<file path="src/rtl/imem_boot_loader_if.sv">
// Byte-stream and instruction-memory write bus for imem_boot_loader.
//   byte_valid/byte_data : stream byte offered by the source
//   byte_ready           : loader accepts the byte on this cycle
//   mem_we/mem_addr/mem_wdata : one-cycle word write to instruction memory
// master: byte source / memory side. slave: the loader.
interface imem_boot_loader_if;
  logic        byte_valid;
  logic [7:0]  byte_data;
  logic        byte_ready;
  logic        mem_we;
  logic [31:0] mem_addr;
  logic [31:0] mem_wdata;

  modport master (
    output byte_valid,
    output byte_data,
    input  byte_ready,
    input  mem_we,
    input  mem_addr,
    input  mem_wdata
  );

  modport slave (
    input  byte_valid,
    input  byte_data,
    output byte_ready,
    output mem_we,
    output mem_addr,
    output mem_wdata
  );
endinterface

</file>
<file path="src/rtl/imem_boot_loader.sv">
// Boot loader: receives a framed program image (16-bit word count, little-endian
// words, 8-bit data checksum), writes each word to instruction memory at byte
// addresses 0, 4, 8, ... and releases the core reset once the image verifies.
// Ports:
//   clk, rst  : clock, synchronous active-high reset
//   start     : begin a load (honoured in idle, done or error)
//   bus       : byte stream in, memory write port out (slave modport)
//   core_rst  : core reset, low only while a verified image is present
//   busy      : load in progress
//   done      : image loaded and checksum matched
//   error     : load aborted (oversize length or checksum mismatch)
module imem_boot_loader #(
  parameter int unsigned DEPTH = 1024
) (
  input  logic                clk,
  input  logic                rst,
  input  logic                start,
  imem_boot_loader_if.slave   bus,
  output logic                core_rst,
  output logic                busy,
  output logic                done,
  output logic                error
);

  typedef enum logic [2:0] {
    StIdle,
    StLen,
    StData,
    StWrite,
    StCsum,
    StDone,
    StError
  } state_e;

  state_e      state_q, state_d;
  logic [1:0]  byte_cnt_q, byte_cnt_d;
  logic [15:0] len_q, len_d;
  logic [15:0] word_idx_q, word_idx_d;
  logic [7:0]  sum_q, sum_d;
  // Holds bytes 0..2 of the current word; byte 3 is merged straight into wdata.
  logic [23:0] shift_q, shift_d;
  logic [31:0] addr_q, addr_d;
  logic [31:0] wdata_q, wdata_d;

  logic        ready;
  logic        accept;
  logic [15:0] len_full;

  assign ready  = (state_q == StLen) || (state_q == StData) || (state_q == StCsum);
  assign accept = bus.byte_valid && ready;

  always_comb begin
    state_d    = state_q;
    byte_cnt_d = byte_cnt_q;
    len_d      = len_q;
    word_idx_d = word_idx_q;
    sum_d      = sum_q;
    shift_d    = shift_q;
    addr_d     = addr_q;
    wdata_d    = wdata_q;
    len_full   = {bus.byte_data, len_q[7:0]};

    case (state_q)
      StIdle, StDone, StError: begin
        if (start) begin
          state_d    = StLen;
          byte_cnt_d = 2'd0;
          word_idx_d = 16'd0;
          sum_d      = 8'd0;
        end
      end
      StLen: begin
        if (accept) begin
          if (byte_cnt_q == 2'd0) begin
            len_d[7:0] = bus.byte_data;
            byte_cnt_d = 2'd1;
          end else begin
            len_d      = len_full;
            byte_cnt_d = 2'd0;
            if ({16'd0, len_full} > DEPTH) begin
              state_d = StError;
            end else if (len_full == 16'd0) begin
              state_d = StCsum;
            end else begin
              state_d = StData;
            end
          end
        end
      end
      StData: begin
        if (accept) begin
          shift_d    = {bus.byte_data, shift_q[23:8]};
          sum_d      = sum_q + bus.byte_data;
          byte_cnt_d = byte_cnt_q + 2'd1;
          if (byte_cnt_q == 2'd3) begin
            // Address and data are latched here so they are stable during WRITE
            // and keep their values afterwards.
            wdata_d = {bus.byte_data, shift_q};
            addr_d  = {14'd0, word_idx_q, 2'b00};
            state_d = StWrite;
          end
        end
      end
      StWrite: begin
        word_idx_d = word_idx_q + 16'd1;
        if (word_idx_q + 16'd1 == len_q) begin
          state_d = StCsum;
        end else begin
          state_d = StData;
        end
      end
      StCsum: begin
        if (accept) begin
          state_d = (bus.byte_data == sum_q) ? StDone : StError;
        end
      end
      default: state_d = StIdle;
    endcase
  end

  always_ff @(posedge clk) begin
    if (rst) begin
      state_q    <= StIdle;
      byte_cnt_q <= 2'd0;
      len_q      <= 16'd0;
      word_idx_q <= 16'd0;
      sum_q      <= 8'd0;
      shift_q    <= 24'd0;
      addr_q     <= 32'd0;
      wdata_q    <= 32'd0;
    end else begin
      state_q    <= state_d;
      byte_cnt_q <= byte_cnt_d;
      len_q      <= len_d;
      word_idx_q <= word_idx_d;
      sum_q      <= sum_d;
      shift_q    <= shift_d;
      addr_q     <= addr_d;
      wdata_q    <= wdata_d;
    end
  end

  assign bus.byte_ready = ready;
  assign bus.mem_we     = (state_q == StWrite);
  assign bus.mem_addr   = addr_q;
  assign bus.mem_wdata  = wdata_q;
  assign core_rst       = (state_q != StDone);
  assign busy           = (state_q == StLen) || (state_q == StData) ||
                          (state_q == StWrite) || (state_q == StCsum);
  assign done           = (state_q == StDone);
  assign error          = (state_q == StError);

endmodule
</file>
<file path="src/flat_wrapper.sv">
// flat-port wrapper written by rule: the top's interface ports become plain ports
module imem_boot_loader_flat 
#(
  parameter int unsigned DEPTH = 1024
)
  (clk, rst, start, core_rst, busy, done, error, bus_byte_valid, bus_byte_data, bus_byte_ready, bus_mem_we, bus_mem_addr, bus_mem_wdata);
  imem_boot_loader_if bus_i ();
  input  logic clk;
  input  logic rst;
  input  logic start;
  output logic core_rst;
  output logic busy;
  output logic done;
  output logic error;
  input wire logic [$bits(bus_i.byte_valid)-1:0] bus_byte_valid;
  input wire logic [$bits(bus_i.byte_data)-1:0] bus_byte_data;
  output wire logic [$bits(bus_i.byte_ready)-1:0] bus_byte_ready;
  output wire logic [$bits(bus_i.mem_we)-1:0] bus_mem_we;
  output wire logic [$bits(bus_i.mem_addr)-1:0] bus_mem_addr;
  output wire logic [$bits(bus_i.mem_wdata)-1:0] bus_mem_wdata;
  assign bus_i.byte_valid = bus_byte_valid;
  assign bus_i.byte_data = bus_byte_data;
  assign bus_byte_ready = bus_i.byte_ready;
  assign bus_mem_we = bus_i.mem_we;
  assign bus_mem_addr = bus_i.mem_addr;
  assign bus_mem_wdata = bus_i.mem_wdata;
  imem_boot_loader #(.DEPTH(DEPTH)) u_core (.clk(clk), .rst(rst), .start(start), .bus(bus_i), .core_rst(core_rst), .busy(busy), .done(done), .error(error));
endmodule
</file>
<file path="config.mk">
export PLATFORM = sky130hd
export DESIGN_NAME = imem_boot_loader_flat
export DESIGN_NICKNAME = d
export VERILOG_FILES = /design/src/rtl/imem_boot_loader_if.sv /design/src/rtl/imem_boot_loader.sv /design/src/flat_wrapper.sv
export SDC_FILE = /design/constraint.sdc
export NUM_CORES = 1
export LEC_CHECK = 0
export ABC_AREA = 1
export BUFFER_PORTS_ARGS = -buffer_cell sky130_fd_sc_hd__buf_2
export CAP_MARGIN = 5
export CORE_MARGIN = 3
export CORE_UTILIZATION = 52
export CTS_CLUSTER_DIAMETER = 80
export DETAILED_ROUTE_END_ITERATION = 8
export PLACE_DENSITY = 0.74
export SYNTH_ARGS = -nofsm -noshare
export SYNTH_HDL_FRONTEND = slang
export SYNTH_SLANG_ARGS = --single-unit
</file>
<file path="constraint.sdc">
create_clock -name clk -period 1.9 [get_ports clk]
set_input_delay 0.095 -clock clk [delete_from_list [all_inputs] [get_ports clk]]
set_output_delay 0.095 -clock clk [all_outputs]
set_load 0.01 [all_outputs]
</file>
==> impl_results.md, run 1 <==
- CTS Buf Count: 17
- Die Wd: between 100 and 150 um
- Critical Path RT: 2350 ps
- Distinct cell type count after synthesis: 32
- Final Util: 67.1%
- GR Util met2: a little over two fifths
- Area leader, netlist: dfxtp_1
- Post-Place Cell Area: 6100 um^2
- Hold Vio Cnt, Final: 0
- # H-tree levels: 4
- First-pass GRT wire length: 24900 um
- GRT Total Usage: 26.4%
- Total power: 7.55 mW
- Final worst setup slack: -83.7 ps
- Mapped Area: about 5600 um^2
- GR Layer Usage met1: 33.2%
- Leak pwr: 2.85 nW
- Final Cycle Share: 104%
- Clock Skews: 7.93 ps
- WHS Endpoint: u_core.shift_q[19]$_SDFFE_PP0P_
- Crit Path Category: flip-flop to flip-flop
- Clk_lat worst skew: 530 ps
- Placed insts: 983
- Critical Path AT: between 2000 and 2500 ps
- Maximum number of pins on one net before global-route repair: 98
- 1st-iter DRT viols: 375
- R2r setup slk: -80 ps
- N_diodes: 0
- Via density: 5.39
- Core footprint: 10400 um^2
- Worst R2R Start: u_core.word_idx_q[0]$_SDFFE_PP0P_
- Num ports: 82
- RSZ-0062 raised after global routing: true
- Count of pins over their slew limit: 0
- Longest Clk Path Bufs: 2
- Most used DFF post-synth: dfxtp_1
- 1st-pass router iterations: 5
- Relative slew slack: 64.9%
- Synth top area share: 42.1%
- CTS tree: built
- Met3 usage: 5.87%
- Mean post-synth cell area: slightly above 7 um^2
- Cell area after layout: between 6000 and 7000 um^2
- #FFs+latches synth: 117
- Remaining DRCs: 0
- Antenna Violating Nets Remaining: 0
- Crit start category: flip-flop
- Ys Warns: 0
- Reg2Reg Depth: 15
- Layout cell share with drive strength beyond 1: 22.0%
- Total Nets Final: 905
- Final std cells w/o fill: 1031
- FMAX: 504 MHz
- Max rail drop VDD: between 0.6 and 0.7 mV
- CTS root buf: clkbuf_8
- Hold Crit Depth: 4
- Via count: approximately 5600
- Initial antenna violation count: 0
- Post-DP HPWL: between 10000 and 15000 um
- CTS clk-pin slew, worst paths: around 60 ps
- Worst reg2reg endpoint: u_core.state_q[2]$_SDFFE_PP0P_
- Clk sinks: 117
- MaxCap Viol Count: 0
- GP Congestion: 0.921
- Area Overhead vs Synth: 25.1%
- Largest cells by area after synthesis: dfxtp_1 42%, nand2_1 15%, a21oi_1 11%
- Drt total wl: about 15000 um
- Number of global-route vias before repair: 5255
- Cell row count: 37
- PortBufs: 65
- Part of the Yosys area used for sequential elements: a little over two fifths
- Worst Path Max Fanout: 5
- Final setup vio count: 2
- Place WS: -5.26 ps
- Violated checks: negative setup slack
- FFs w/ async S/R, synth: 0%
- Hold path startpoint: bus_byte_data[3]
- Top Usage Layer GRT: met2
- Global route total overflow: 0
- Worst-Margin Slew: 526 ps
- Initial core utilization: between 50% and 60%
- Status: finished with violations
- WL per Instance: between 10 and 15 um
- Die Height: 109 um
- HP Class: primary input to flip-flop
- Gate Count Post-Synth: 789
- CP Capture Type: flip-flop
- Post-synth EDFFs: 0
- P per Cell Area: 1090 nW/um^2
- DIE AREA: 12000 um^2
- Crit path time final: about 2000 ps
[flip-flops by register name (all words and copies together), names as in the netlist]
register	flops
u_core.bus.mem_addr	16
u_core.bus.mem_wdata	32
u_core.byte_cnt_q	2
u_core.len_q	16
u_core.shift_q	24
u_core.state_q	3
u_core.sum_q	8
u_core.word_idx_q	16
[kinds of logic after synthesis]
family | share of synthesized area (%)
other | 0.0675
AO/OA/AOI/OAI | 14.4
XOR/XNOR | 1.44
adder cells (fa/ha/maj) | 2.61
buffers and inverters | 9.12
flip-flops | 42.1
AND/OR/NAND/NOR | 30.2
[critical path: stages, from the launching register on]
cell     delay, ps
dfxtp_4        370
ha_4           180
nand2_4         80
nor2_4         160
nand2_1         90
nand2_2         90
nand2_2         60
nand2_1         60
nand2_1         50
nor2_1         120
nand3_1        140
nor2_2         160
nand3_1         90
nand2_1         70
nand2_1         60
a21oi_2        120
[power by group]
group          total [mW]  leakage, nW  internal (mW)  switching [mW]
sequential           2.70        0.948           2.59           0.114
clock                2.85        0.262           1.64            1.21
combinational        2.00         1.64          0.715            1.28
total                7.55         2.85           4.94            2.60
[final cells by class]
type,instances,area [um^2]
fill,887,3410
tap,136,170
clock buffer,18,428
clock inverter,14,101
sequential,117,2360
inverter,57,218
multi-input combinational,576,2930
timing repair buffer,113,752
[repair_timing]
item / 4_1_cts / 5_1_grt
buffers inserted: 0 / 8
hold buffers: 7 / 0
endpoints found under the hold margin: 20 / 0
gates cloned: 1 / 0
setup endpoints to repair: 4 / 55
gates resized for setup: 15 / 42
pin swaps: 7 / 20
[layout by cell type, fill, tap and decap left out, types with 2 or more instances in the layout]
master         synthesis  routed
a21oi_1              119     117
a21oi_2                1       3
a31oi_1                2       2
buf_12                 0       3
buf_2                  9      65
buf_4                 20      35
buf_6                  0       3
clkbuf_16              0      16
clkbuf_8               0       2
clkinv_2               0       5
clkinv_4               0       3
clkinvlp_4             0       3
conb_1                 1      16
dfxtp_1              117     110
dfxtp_2                0       4
dfxtp_4                0       3
dlygate4sd3_1          0       7
ha_1                  10       8
inv_1                 56      55
inv_6                  0       4
nand2_1              217     206
nand2_2                4      12
nand2_4                0       3
nand3_1               90      86
nand3_2                0       3
nand3b_1               2       2
nand4_1                7       7
nor2_1                41      37
nor2_2                 4       5
nor2_4                 6      10
nor3_1                 5       3
nor3b_1                2       2
nor4_1                 2       2
o21ai_0               30      25
o21ai_1                1       4
o21ai_2                0       2
o21bai_1               3       2
or2_2                  5       4
xnor3_1                2       2
xor2_1                 3       3
[layer usage]
layer	wire length (um)	vias to the layer above	part of all wire, %
met1	6510	2570	42
li1	-	2749	-
met2	7520	201	49
met5	0	-	0
met3	964	42	6.3
met4	388	0	2.5
[through the flow]
step	setup TNS, ps	hold WS [ps]
floorplan	0	243
global placement	0	428
CTS	-19.1	26.9
detailed placement	-7.70	439
finish	-161	31.2
global route	-656	41.0
[synth_stat cells, types with 3 or more instances]
master    count
nand4_1       7
buf_2         9
a21oi_1     119
nand3_1      90
nand2_1     217
clkbuf_1     23
o21ai_0      30
nor2_2        4
buf_4        20
nor2_1       41
nand2_2       4
o21bai_1      3
inv_1        56
buf_1         3
nor3_1        5
nor2_4        6
dfxtp_1     117
or2_2         5
ha_1         10
xor2_1        3
[how the worst max path moves through the flow]
| stage | start | end | slack [ps] |
|---|---|---|---|
| global placement | u_core.word_idx_q[0]$_SDFFE_PP0P_ | u_core.state_q[1]$_SDFFE_PP0P_ | 30 |
| CTS | u_core.word_idx_q[0]$_SDFFE_PP0P_ | u_core.state_q[2]$_SDFFE_PP0P_ | -20 |
| finish | u_core.word_idx_q[0]$_SDFFE_PP0P_ | u_core.state_q[2]$_SDFFE_PP0P_ | -80 |
| floorplan | u_core.word_idx_q[0]$_SDFFE_PP0P_ | u_core.state_q[1]$_SDFFE_PP0P_ | 130 |
| detailed placement | u_core.word_idx_q[0]$_SDFFE_PP0P_ | u_core.state_q[1]$_SDFFE_PP0P_ | -5 |
| global route | u_core.word_idx_q[0]$_SDFFE_PP0P_ | u_core.state_q[1]$_SDFFE_PP0P_ | -140 |
Note: power is estimated with default switching activity, not from simulation.
==> run 2: changes to the inputs <==
--- a/config.mk
+++ b/config.mk
@@ -13,6 +13,8 @@
 export CTS_CLUSTER_DIAMETER = 80
 export DETAILED_ROUTE_END_ITERATION = 8
 export PLACE_DENSITY = 0.74
+export REMOVE_ABC_BUFFERS = 1
+export SKIP_CTS_REPAIR_TIMING = 1
 export SYNTH_ARGS = -nofsm -noshare
 export SYNTH_HDL_FRONTEND = slang
 export SYNTH_SLANG_ARGS = --single-unit
==> run 2 against run 1 <==
  * The flow still finishes with violations (negative setup slack)
  * Hold slack got worse by 11 ps
  * Via count is 2.4% lower
  * Critical path depth down 1
  * Combinational power is 4% lower
  * Register-to-register slack is essentially flat
  * Final area down 0.77%
  * Clock skew is 2.3 ps higher
  * Utilization down 0.52 points
  * Critical endpoint unchanged
  * Largest cell class unchanged
==> impl_results.md, run 2 (same netlist as run 1, synthesis figures left out) <==
- Total Nets Final: 897
- Die Wd: 109 um
- CP Capture Type: flip-flop
- FMAX: around 500 MHz
- Drt total wl: 14400 um
- Final setup vio count: 2
- Maximum number of pins on one net before global-route repair: 98
- CTS Buf Count: 17
- Clk_lat worst skew: between 500 and 600 ps
- Core footprint: 10400 um^2
- Remaining DRCs: 0
- MaxCap Viol Count: 0
- Relative slew slack: 63.2%
- Die Height: about 110 um
- FF/Latch Area: 2350 um^2
- Worst R2R Start: u_core.word_idx_q[3]$_SDFFE_PP0P_
- Hold path startpoint: bus_byte_data[5]
- Cell Chain, Critical Path: inv_1 -> nor2_4 -> nand2_1 -> nand2_2 -> nand2_2 -> nand2_2 -> nand2_2 -> nor2_2 -> nand3_1 -> nor2_2 -> nand3_1 -> nand2_1 -> nand2_1 -> a21oi_2
- Worst reg2reg endpoint: u_core.state_q[2]$_SDFFE_PP0P_
- CTS tree: built
- CTS clk-pin slew, worst paths: about 60 ps
- Largest register FFs: 32
- Multi-input gate area: a little under 3000 um^2
- Final Cycle Share: 105%
- N_diodes: 0
- HP Class: primary input to flip-flop
- Leak pwr: between 2 and 3 nW
- Critical Path Source: u_core.word_idx_q[3]$_SDFFE_PP0P_
- WHS Endpoint: u_core.shift_q[21]$_SDFFE_PP0P_
- Initial antenna violation count: 0
- First-pass GRT wire length: 23100 um
- Worst Path Max Fanout: 8
- Commonest non-fill, non-tap cell in the layout: nand2_1
- R2r setup slk: -90 ps
- Reg2Reg Depth: 14
- Total power: between 7 and 8 mW
- Critical Path RT: 2370 ps
- Place WS: -69.3 ps
- Layout fillers: 930
- WL per Instance: between 10 and 15 um
- Post-DP HPWL: between 9000 and 10000 um
- Clock Skews: 10.2 ps
- Cell row count: 37
- Longest Clk Path Bufs: 2
- DIE AREA: 12000 um^2
- Hold Crit Depth: 4
- 1st-pass router iterations: 5
- TNS Setup: -144 ps
- 1st-iter DRT viols: 312
- Hold Vio Cnt, Final: 0
- Worst-Margin Slew: 552 ps
- Num ports: 82
- Clk sinks: 117
- Critical-path top delay cell: dfxtp_1
- Via count: 5428
- Status: finished with violations
- Post-Place Cell Area: 6090 um^2
- Number of global-route vias before repair: roughly 4900
- P per Cell Area: roughly 1100 nW/um^2
- CTS root buf: clkbuf_8
- Area Overhead vs Synth: 24.2%
- Critical Path AT: 2450 ps
- PortBufs: 65
- Max rail drop VDD: 0.840 mV
- Crit Path Category: flip-flop to flip-flop
- Cell area after layout: 6900 um^2
- RSZ-0062 raised after global routing: true
- Crit path time final: slightly below 2000 ps
- Final worst setup slack: -87.8 ps
- # H-tree levels: 4
- Count of pins over their slew limit: 0
- CP most frequent cell: nand2_2
- Layout cell share with drive strength beyond 1: 20.3%
- Violated checks: negative setup slack
- Global route total overflow: 0
- Via density: 5.31
- Initial core utilization: 53.6%
- GRT Total Usage: 24.3%
- Crit start category: flip-flop
- Max incr delay on CP: 480 ps
- Most frequent cells in the layout: 208 x nand2_1, 116 x a21oi_1, 111 x dfxtp_1
- GP Congestion: 0.922
- Antenna Violating Nets Remaining: 0
run 2: power by group:
| group | leakage, nW | switching [mW] | internal [mW] |
|---|---|---|---|
| sequential | 0.947 | 0.110 | 2.59 |
| clock | 0.275 | 1.15 | 2.04 |
| combinational | 1.58 | 1.24 | 0.685 |
run 2: worst max-delay path by stage:
stage,end,slack (ps),cells past startpoint
after floorplan,u_core.bus.mem_addr[10]$_SDFFE_PP0P_,-3070,8
after global placement,u_core.state_q[1]$_SDFFE_PP0P_,20,16
after detailed placement,u_core.state_q[1]$_SDFFE_PP0P_,-70,14
after CTS,u_core.state_q[2]$_SDFFE_PP0P_,-80,13
after global routing,u_core.sum_q[6]$_SDFFE_PP0P_,-190,11
final,u_core.state_q[2]$_SDFFE_PP0P_,-90,14
run 2: layout make-up:
class | instances | share of cell area [%]
clock buffer | 21 | 6.36
clock inverter | 11 | 2.19
inverter | 57 | 3.10
multi-input combinational | 575 | 41.8
sequential | 117 | 34.1
tap | 136 | 2.47
timing repair buffer | 106 | 9.93
run 2: critical path: cells and delay by family (launching register included):
family | cells | cell delay [ps]
buffers and inverters | 1 | 140
and+or+nand+nor | 12 | 1190
DFF | 1 | 480
AOI/OAI and AO/OA | 1 | 110
run 2: stage by stage:
step / hold WS [ps] / cells / util, %
detailed placement: 442 / 981 / 58.7
global placement: 439 / 981 / 58.7
global route: 12.5 / 1023 / 66.6
finish: 19.9 / 1023 / 66.6
CTS: -110 / 1013 / 64.4
floorplan: 157 / 749 / -
run 2: metal layers:
layer | global-route usage (%) | share of wire, % | wire (um) | up-vias
met5 | 0 | 0 | 0 | -
met4 | 8.19 | 1.6 | 230 | 0
met3 | 5.93 | 4.3 | 619 | 25
met2 | 40.1 | 50 | 7130 | 138
met1 | 31.0 | 44 | 6380 | 2535
li1 | - | - | - | 2730
